<file path="config.mk">
export PLATFORM = sky130hd
export DESIGN_NAME = multicycle_control
export DESIGN_NICKNAME = d
export VERILOG_FILES = /design/src/rtl/mips_pkg.sv /design/src/rtl/inst_decoder.sv /design/src/rtl/multicycle_control.sv
export SDC_FILE = /design/constraint.sdc
export NUM_CORES = 1
export LEC_CHECK = 0
export ABC_AREA = 1
export BUFFER_PORTS_ARGS = -buffer_cell sky130_fd_sc_hd__buf_2
export CAP_MARGIN = 25
export CORE_MARGIN = 2
export CORE_UTILIZATION = 50
export CTS_BUF_LIST = sky130_fd_sc_hd__clkbuf_2
export DETAILED_ROUTE_END_ITERATION = 16
export MAX_ROUTING_LAYER = met4
export PLACE_DENSITY_LB_ADDON = 0.25
export SLEW_MARGIN = 0
export SYNTH_ARGS = -nofsm -noshare
export SYNTH_HDL_FRONTEND = slang
export SYNTH_HIERARCHICAL = 1
export SYNTH_SLANG_ARGS = --single-unit
</file>
<file path="constraint.sdc">
create_clock -name clk -period 2.87 [get_ports clk]
set_input_delay 0.1435 -clock clk [delete_from_list [all_inputs] [get_ports clk]]
set_output_delay 0.1435 -clock clk [all_outputs]
set_load 0.02 [all_outputs]
</file>
<file path="src/rtl/mips_pkg.sv">
// Shared encodings for the MIPS multi-cycle control path: opcodes, functs, datapath selects,
// FSM states and decoded instruction classes.
package mips_pkg;

  localparam logic [5:0] OpRtype = 6'h00;
  localparam logic [5:0] OpJ     = 6'h02;
  localparam logic [5:0] OpJal   = 6'h03;
  localparam logic [5:0] OpBeq   = 6'h04;
  localparam logic [5:0] OpAddiu = 6'h09;
  localparam logic [5:0] OpOri   = 6'h0D;
  localparam logic [5:0] OpLui   = 6'h0F;
  localparam logic [5:0] OpLw    = 6'h23;
  localparam logic [5:0] OpSw    = 6'h2B;

  localparam logic [5:0] FnJr   = 6'h08;
  localparam logic [5:0] FnAddu = 6'h21;
  localparam logic [5:0] FnSubu = 6'h23;
  localparam logic [5:0] FnAnd  = 6'h24;
  localparam logic [5:0] FnOr   = 6'h25;
  localparam logic [5:0] FnSlt  = 6'h2A;

  localparam int unsigned AluAdd = 0;
  localparam int unsigned AluSub = 1;
  localparam int unsigned AluAnd = 2;
  localparam int unsigned AluOr  = 3;
  localparam int unsigned AluSlt = 4;
  localparam int unsigned AluLui = 5;

  localparam logic [1:0] NpcPc4    = 2'd0;
  localparam logic [1:0] NpcBranch = 2'd1;
  localparam logic [1:0] NpcJump   = 2'd2;
  localparam logic [1:0] NpcReg    = 2'd3;

  localparam logic [1:0] DstRt = 2'd0;
  localparam logic [1:0] DstRd = 2'd1;
  localparam logic [1:0] DstRa = 2'd2;

  localparam logic [1:0] WdAlu = 2'd0;
  localparam logic [1:0] WdMem = 2'd1;
  localparam logic [1:0] WdPc4 = 2'd2;

  typedef enum logic [3:0] {
    StFetch, StDecode, StExec, StAluWb, StMaddr, StMrd, StMwb, StMwr, StBranch, StJump
  } state_e;

  typedef enum logic [3:0] {
    ClsIllegal, ClsRAlu, ClsIAlu, ClsLw, ClsSw, ClsBeq, ClsJ, ClsJal, ClsJr
  } inst_class_e;

endpackage

</file>
<file path="src/rtl/inst_decoder.sv">
// Combinational opcode/funct decode into an instruction class and the ALU-side controls.
module inst_decoder
  import mips_pkg::*;
#(
  parameter int unsigned ALUOP_W = 3
) (
  input  logic [31:0]        inst,
  output inst_class_e        cls,
  output logic [ALUOP_W-1:0] aluop,
  output logic               extop,
  output logic               alusrc
);

  logic [5:0] op;
  logic [5:0] funct;
  logic       unused_fields;

  assign op            = inst[31:26];
  assign funct         = inst[5:0];
  assign unused_fields = ^inst[25:6];

  always_comb begin
    cls    = ClsIllegal;
    aluop  = '0;
    extop  = 1'b0;
    alusrc = 1'b0;
    case (op)
      OpRtype: begin
        case (funct)
          FnAddu: begin cls = ClsRAlu; aluop = ALUOP_W'(AluAdd); end
          FnSubu: begin cls = ClsRAlu; aluop = ALUOP_W'(AluSub); end
          FnAnd:  begin cls = ClsRAlu; aluop = ALUOP_W'(AluAnd); end
          FnOr:   begin cls = ClsRAlu; aluop = ALUOP_W'(AluOr);  end
          FnSlt:  begin cls = ClsRAlu; aluop = ALUOP_W'(AluSlt); end
          FnJr:   cls = ClsJr;
          default: ;
        endcase
      end
      OpAddiu: begin
        cls = ClsIAlu; aluop = ALUOP_W'(AluAdd); extop = 1'b1; alusrc = 1'b1;
      end
      OpOri: begin cls = ClsIAlu; aluop = ALUOP_W'(AluOr);  alusrc = 1'b1; end
      OpLui: begin cls = ClsIAlu; aluop = ALUOP_W'(AluLui); alusrc = 1'b1; end
      OpLw:  begin cls = ClsLw; aluop = ALUOP_W'(AluAdd); extop = 1'b1; alusrc = 1'b1; end
      OpSw:  begin cls = ClsSw; aluop = ALUOP_W'(AluAdd); extop = 1'b1; alusrc = 1'b1; end
      OpBeq: begin cls = ClsBeq; aluop = ALUOP_W'(AluSub); end
      OpJ:   cls = ClsJ;
      OpJal: cls = ClsJal;
      default: ;
    endcase
  end

endmodule

</file>
<file path="src/rtl/multicycle_control.sv">
// Multi-cycle MIPS control FSM with req/ready memory stalls and a watchdog that aborts
// memory accesses stuck for TIMEOUT cycles.
module multicycle_control
  import mips_pkg::*;
#(
  parameter int unsigned TIMEOUT = 16,
  parameter int unsigned ALUOP_W = 3
) (
  input  logic               clk,
  input  logic               rst_n,
  input  logic [31:0]        inst,
  input  logic               zero,
  input  logic               imem_ready,
  input  logic               dmem_ready,
  output logic               imem_req,
  output logic               dmem_req,
  output logic               PCWrite,
  output logic               IRWrite,
  output logic [1:0]         NPCOp,
  output logic [ALUOP_W-1:0] ALUOp,
  output logic               ALUSrc,
  output logic               EXTOp,
  output logic [1:0]         RegDst,
  output logic [1:0]         WDSel,
  output logic               RegWrite,
  output logic               MemWrite,
  output logic               inst_done,
  output logic               illegal,
  output logic               bus_err
);

  // A zero TIMEOUT still needs a legal (1-bit) counter even though it never counts.
  localparam int unsigned CntW = (TIMEOUT > 0) ? $clog2(TIMEOUT + 1) : 1;

  state_e             state_q, state_d;
  logic [CntW-1:0]    cnt_q, cnt_d;
  inst_class_e        cls;
  logic [ALUOP_W-1:0] dec_aluop;
  logic               dec_extop;
  logic               dec_alusrc;
  logic               waiting;
  logic               ready;
  logic               timeout;

  inst_decoder #(
    .ALUOP_W (ALUOP_W)
  ) u_dec (
    .inst   (inst),
    .cls    (cls),
    .aluop  (dec_aluop),
    .extop  (dec_extop),
    .alusrc (dec_alusrc)
  );

  // Timeout only fires when ready is absent, so a ready in the limit cycle still completes.
  always_comb begin
    waiting = (state_q == StFetch) || (state_q == StMrd) || (state_q == StMwr);
    ready   = (state_q == StFetch) ? imem_ready : dmem_ready;
    timeout = (TIMEOUT != 0) && waiting && !ready && (cnt_q == CntW'(TIMEOUT));
  end

  always_comb begin
    state_d = state_q;
    case (state_q)
      StFetch:  if (imem_ready) state_d = StDecode;
      StDecode: begin
        case (cls)
          ClsRAlu, ClsIAlu:   state_d = StExec;
          ClsLw, ClsSw:       state_d = StMaddr;
          ClsBeq:             state_d = StBranch;
          ClsJ, ClsJal, ClsJr: state_d = StJump;
          default:            state_d = StFetch;
        endcase
      end
      StExec:   state_d = StAluWb;
      StMaddr:  state_d = (cls == ClsLw) ? StMrd : StMwr;
      StMrd:    if (dmem_ready) state_d = StMwb;
      StMwr:    if (dmem_ready) state_d = StFetch;
      default:  state_d = StFetch;
    endcase
    if (timeout) state_d = StFetch;

    if ((state_d != state_q) || timeout) begin
      cnt_d = '0;
    end else if (waiting && (TIMEOUT != 0)) begin
      cnt_d = cnt_q + CntW'(1);
    end else begin
      cnt_d = cnt_q;
    end
  end

  always_ff @(posedge clk or negedge rst_n) begin
    if (!rst_n) begin
      state_q <= StFetch;
      cnt_q   <= '0;
    end else begin
      state_q <= state_d;
      cnt_q   <= cnt_d;
    end
  end

  // Outputs are gated by rst_n so everything, including imem_req, is quiet during reset.
  always_comb begin
    imem_req  = 1'b0;
    dmem_req  = 1'b0;
    PCWrite   = 1'b0;
    IRWrite   = 1'b0;
    NPCOp     = NpcPc4;
    ALUOp     = '0;
    ALUSrc    = 1'b0;
    EXTOp     = 1'b0;
    RegDst    = DstRt;
    WDSel     = WdAlu;
    RegWrite  = 1'b0;
    MemWrite  = 1'b0;
    inst_done = 1'b0;
    illegal   = 1'b0;
    bus_err   = 1'b0;
    if (rst_n) begin
      case (state_q)
        StFetch: begin
          imem_req = 1'b1;
          IRWrite  = imem_ready;
          PCWrite  = imem_ready;
        end
        StDecode: illegal = (cls == ClsIllegal);
        StExec: begin
          ALUOp  = dec_aluop;
          ALUSrc = dec_alusrc;
          EXTOp  = dec_extop;
        end
        StAluWb: begin
          RegWrite  = 1'b1;
          RegDst    = (cls == ClsRAlu) ? DstRd : DstRt;
          inst_done = 1'b1;
        end
        StMaddr: begin
          ALUOp  = ALUOP_W'(AluAdd);
          ALUSrc = 1'b1;
          EXTOp  = 1'b1;
        end
        StMrd: dmem_req = 1'b1;
        StMwb: begin
          RegWrite  = 1'b1;
          WDSel     = WdMem;
          inst_done = 1'b1;
        end
        StMwr: begin
          dmem_req  = 1'b1;
          MemWrite  = !timeout;
          inst_done = dmem_ready;
        end
        StBranch: begin
          ALUOp     = ALUOP_W'(AluSub);
          NPCOp     = NpcBranch;
          PCWrite   = zero;
          inst_done = 1'b1;
        end
        StJump: begin
          PCWrite   = 1'b1;
          NPCOp     = (cls == ClsJr) ? NpcReg : NpcJump;
          inst_done = 1'b1;
          if (cls == ClsJal) begin
            RegWrite = 1'b1;
            RegDst   = DstRa;
            WDSel    = WdPc4;
          end
        end
        default: ;
      endcase
      bus_err = timeout;
    end
  end

endmodule

</file>
==> results.md <==
- Post-synthesis cell count: 216
- Post-CTS Setup Repair Bufs: 0
- WP data arrival: 2150 ps
- Crit Path Class: in2reg
- PwrDens: about 540 nW/um^2
- Syn nets: between 200 and 300
- Synth top area cells: dfrtp_1 (18%), nand2_1 (13%), nand3_1 (13%), nor2_1 (11%), inv_1 (9.3%)
- Reg2reg end: cnt_q[2]
- Peak supply drop: 0.0003787 V
- Unique masters post-synth: 25
- Hold Crit Class: in2async
- Cell area after synthesis: 1256 um^2
- Worst skew pair latency: 230 ps
- Residual DRC count: 0
- Final #Nets: 299
- CTS tree: built
- Tightest hold margin: 303.1 ps
- Filler cells: 263
- Seq/Total Area, Yosys: between 10% and 20%
- Critical Path Sink Type: flop
- Post-synth EDFFs: 0
- R2r setup slk: 1190 ps
- Slew Viols, Final: 0
- DRT iter0 DRCs: 33
- Syn. warnings: 6
- Final min period: 2002 ps
- Final non-filler cell area: 1493 um^2
- Die Wd: approximately 54 um
- #FFs+latches synth: 9
- N_diodes: 0
- First-pass GRT wire length: 4871 um
- Worst Path Max Fanout: 7
- Max clock buf depth: 2
- FF-to-FF path depth: 9
- CP startpoint: inst[31]
- # port buffers: 36
- Num ports: 57
- Overall power: 0.8120 mW
- Drt pass-1 iters: 4
- Area leader, netlist: dfrtp_1
- Clk root buf: clkbuf_2
- Resized Gates After CTS: 0
- Leakage: 0.8647 nW
- Total routed wirelength: 2902 um
- Clock slew at reported path FFs: 80 ps
- Multi-input logic area: 888.4 um^2
- Core area: 2432 um^2
- Cell row count: 18
- GPL Wtd Cong: around 0.93
- TNS Setup: 0 ps
- CP max stage cell: nor4_1
- Register Area: between 200 and 250 um^2
- Req. time, crit path: 3020 ps
- Most frequent cells after synthesis: nand2_1 (45), nor2_1 (36), nand3_1 (32)
- Max-cap viol count: 0
- P&R area growth vs syn: 18.82%
- Post-Synthesis Mean Instance Area: between 5 and 6 um^2
- Worst setup path endpoint: cnt_q[2]
- RSZ-0062 raised after global routing: no
- GRT Total Usage: 22.87%
- Launch point of the worst reg-to-reg path: state_q[2]
- Setup Skew: 0.9358 ps
- Startpoint Class: primary input
- Top FF cell, synth: dfrtp_1
- Share of the synthesized area in the top cell type: 17.93%
- DIE HEIGHT: 54.13 um
- Routed length per instance: between 10 and 15 um
- Initial antenna violation count: 0
- CP max stage delay: 590 ps
- Rel. slew slack: 49.23%
- Sink Count: 9
- GRT overflow: 0
- Vias in the first global route: 1194
- Final period util: 69.74%
- Initial core utilization: 51.65%
- # H-tree levels: 1
- Vias: 1435
- Final Hold Fails: 0
- DR vias/cell: 5.035
- ANT nets after route: 0
- Setup violators final: 0
- Share of cells above drive strength 1: 24.31%
- Critical-path cell list: buf_2 -> nor2_4 -> nand3_2 -> nor4_1 -> inv_1 -> nand3_1 -> nand2_1 -> a21oi_1 -> nand2_1 -> nor2_2 -> nand3_2 -> nor3_1
- Placed Area: 1463 um^2
- CTS buffer count: 3
- Pin count of the biggest net entering global routing: 16
- Die area: 2930 um^2
- Most frequent cell after synthesis: nand2_1
- F_max: 0.4996 GHz
- Status: finished clean
- Async S/R FF share, synth: 100.0%
- Post-DP HPWL: 2466 um
- Worst-margin pin slew: 754.6 ps
metrics by stage:
step / instances / util (%) / worst slack [ps]
4_1_cts: 285 / 61.37 / 939.0
2_1_floorplan: 216 / - / 1117
3_5_place_dp: 280 / 60.13 / 683.7
6_report: 285 / 61.37 / 868.4
3_3_place_gp: 280 / 60.13 / 745.9
5_1_grt: 285 / 61.37 / 614.1
state kept, by name, indices dropped and copies added (netlist names):
| register | count |
|---|---|
| state_q | 4 |
| cnt_q | 5 |
power breakdown:
| part | switching, mW | internal, mW |
|---|---|---|
| Sequential | 0.0548 | 0.156 |
| Combinational | 0.354 | 0.170 |
| Clock | 0.0404 | 0.0371 |
worst min path at each step:
stage                 end  slack [ps]  depth (start not counted)
6_report         cnt_q[2]         300                          2
2_1_floorplan    cnt_q[0]        -150                          0
3_5_place_dp     cnt_q[1]          30                          1
5_1_grt        state_q[1]         310                          2
4_1_cts          cnt_q[2]         300                          2
3_3_place_gp     cnt_q[0]          40                          1
placed cells by master, fill, tap and decap left out, drive strengths merged:
master,instances
a21oi,7
a31oi,2
a41oi,1
and3,1
buf,36
clkbuf,4
clkinv,1
dfrtp,9
dlygate4sd3,1
ha,6
inv,34
nand2,49
nand3,37
nand3b,1
nand4,4
nor2,46
nor3,7
nor4,1
o21ai,4
xor2,4
worst max-delay path: cells and delay by family:
family                 cells  cell delay (ps)
AO/OA/AOI/OAI              1              120
buffers and inverters      2              290
AND/OR/NAND/NOR            9             1600
area by class of cell:
type	count	share of cell area, %
Timing Repair Buffer	37	12.74
Inverter	35	8.801
Clock buffer	4	1.341
Multi-Input combinational cell	170	59.51
Tap cell	30	2.515
Sequential cell	9	15.09
cell families (layout without fill, tap and decap cells):
group | Yosys count | after routing | synth area share (%)
and+or+nand+nor | 146 | 146 | 55.88
DFF | 9 | 9 | 17.93
AOI/OAI and AO/OA | 14 | 14 | 6.075
adders and majority gates | 6 | 6 | 5.976
xor gates and xnor gates | 4 | 4 | 2.789
buffers and inverters | 37 | 76 | 11.35
repair_timing:
item                                    4_1_cts  5_1_grt
endpoints found under the setup margin        0        0
hold buffers                                  1        0
endpoints found under the hold margin         9        0
per-layer routing:
metal  vias to the layer above  routed length [um]  GRT usage [%]
met3                         2                 176          4.722
li1                        770                   -              -
met4                         0                  12          2.083
met1                       618                1464          31.31
met2                        45                1248          35.94
met5                         -                   0              -
Power figures use the tool's default switching activity.
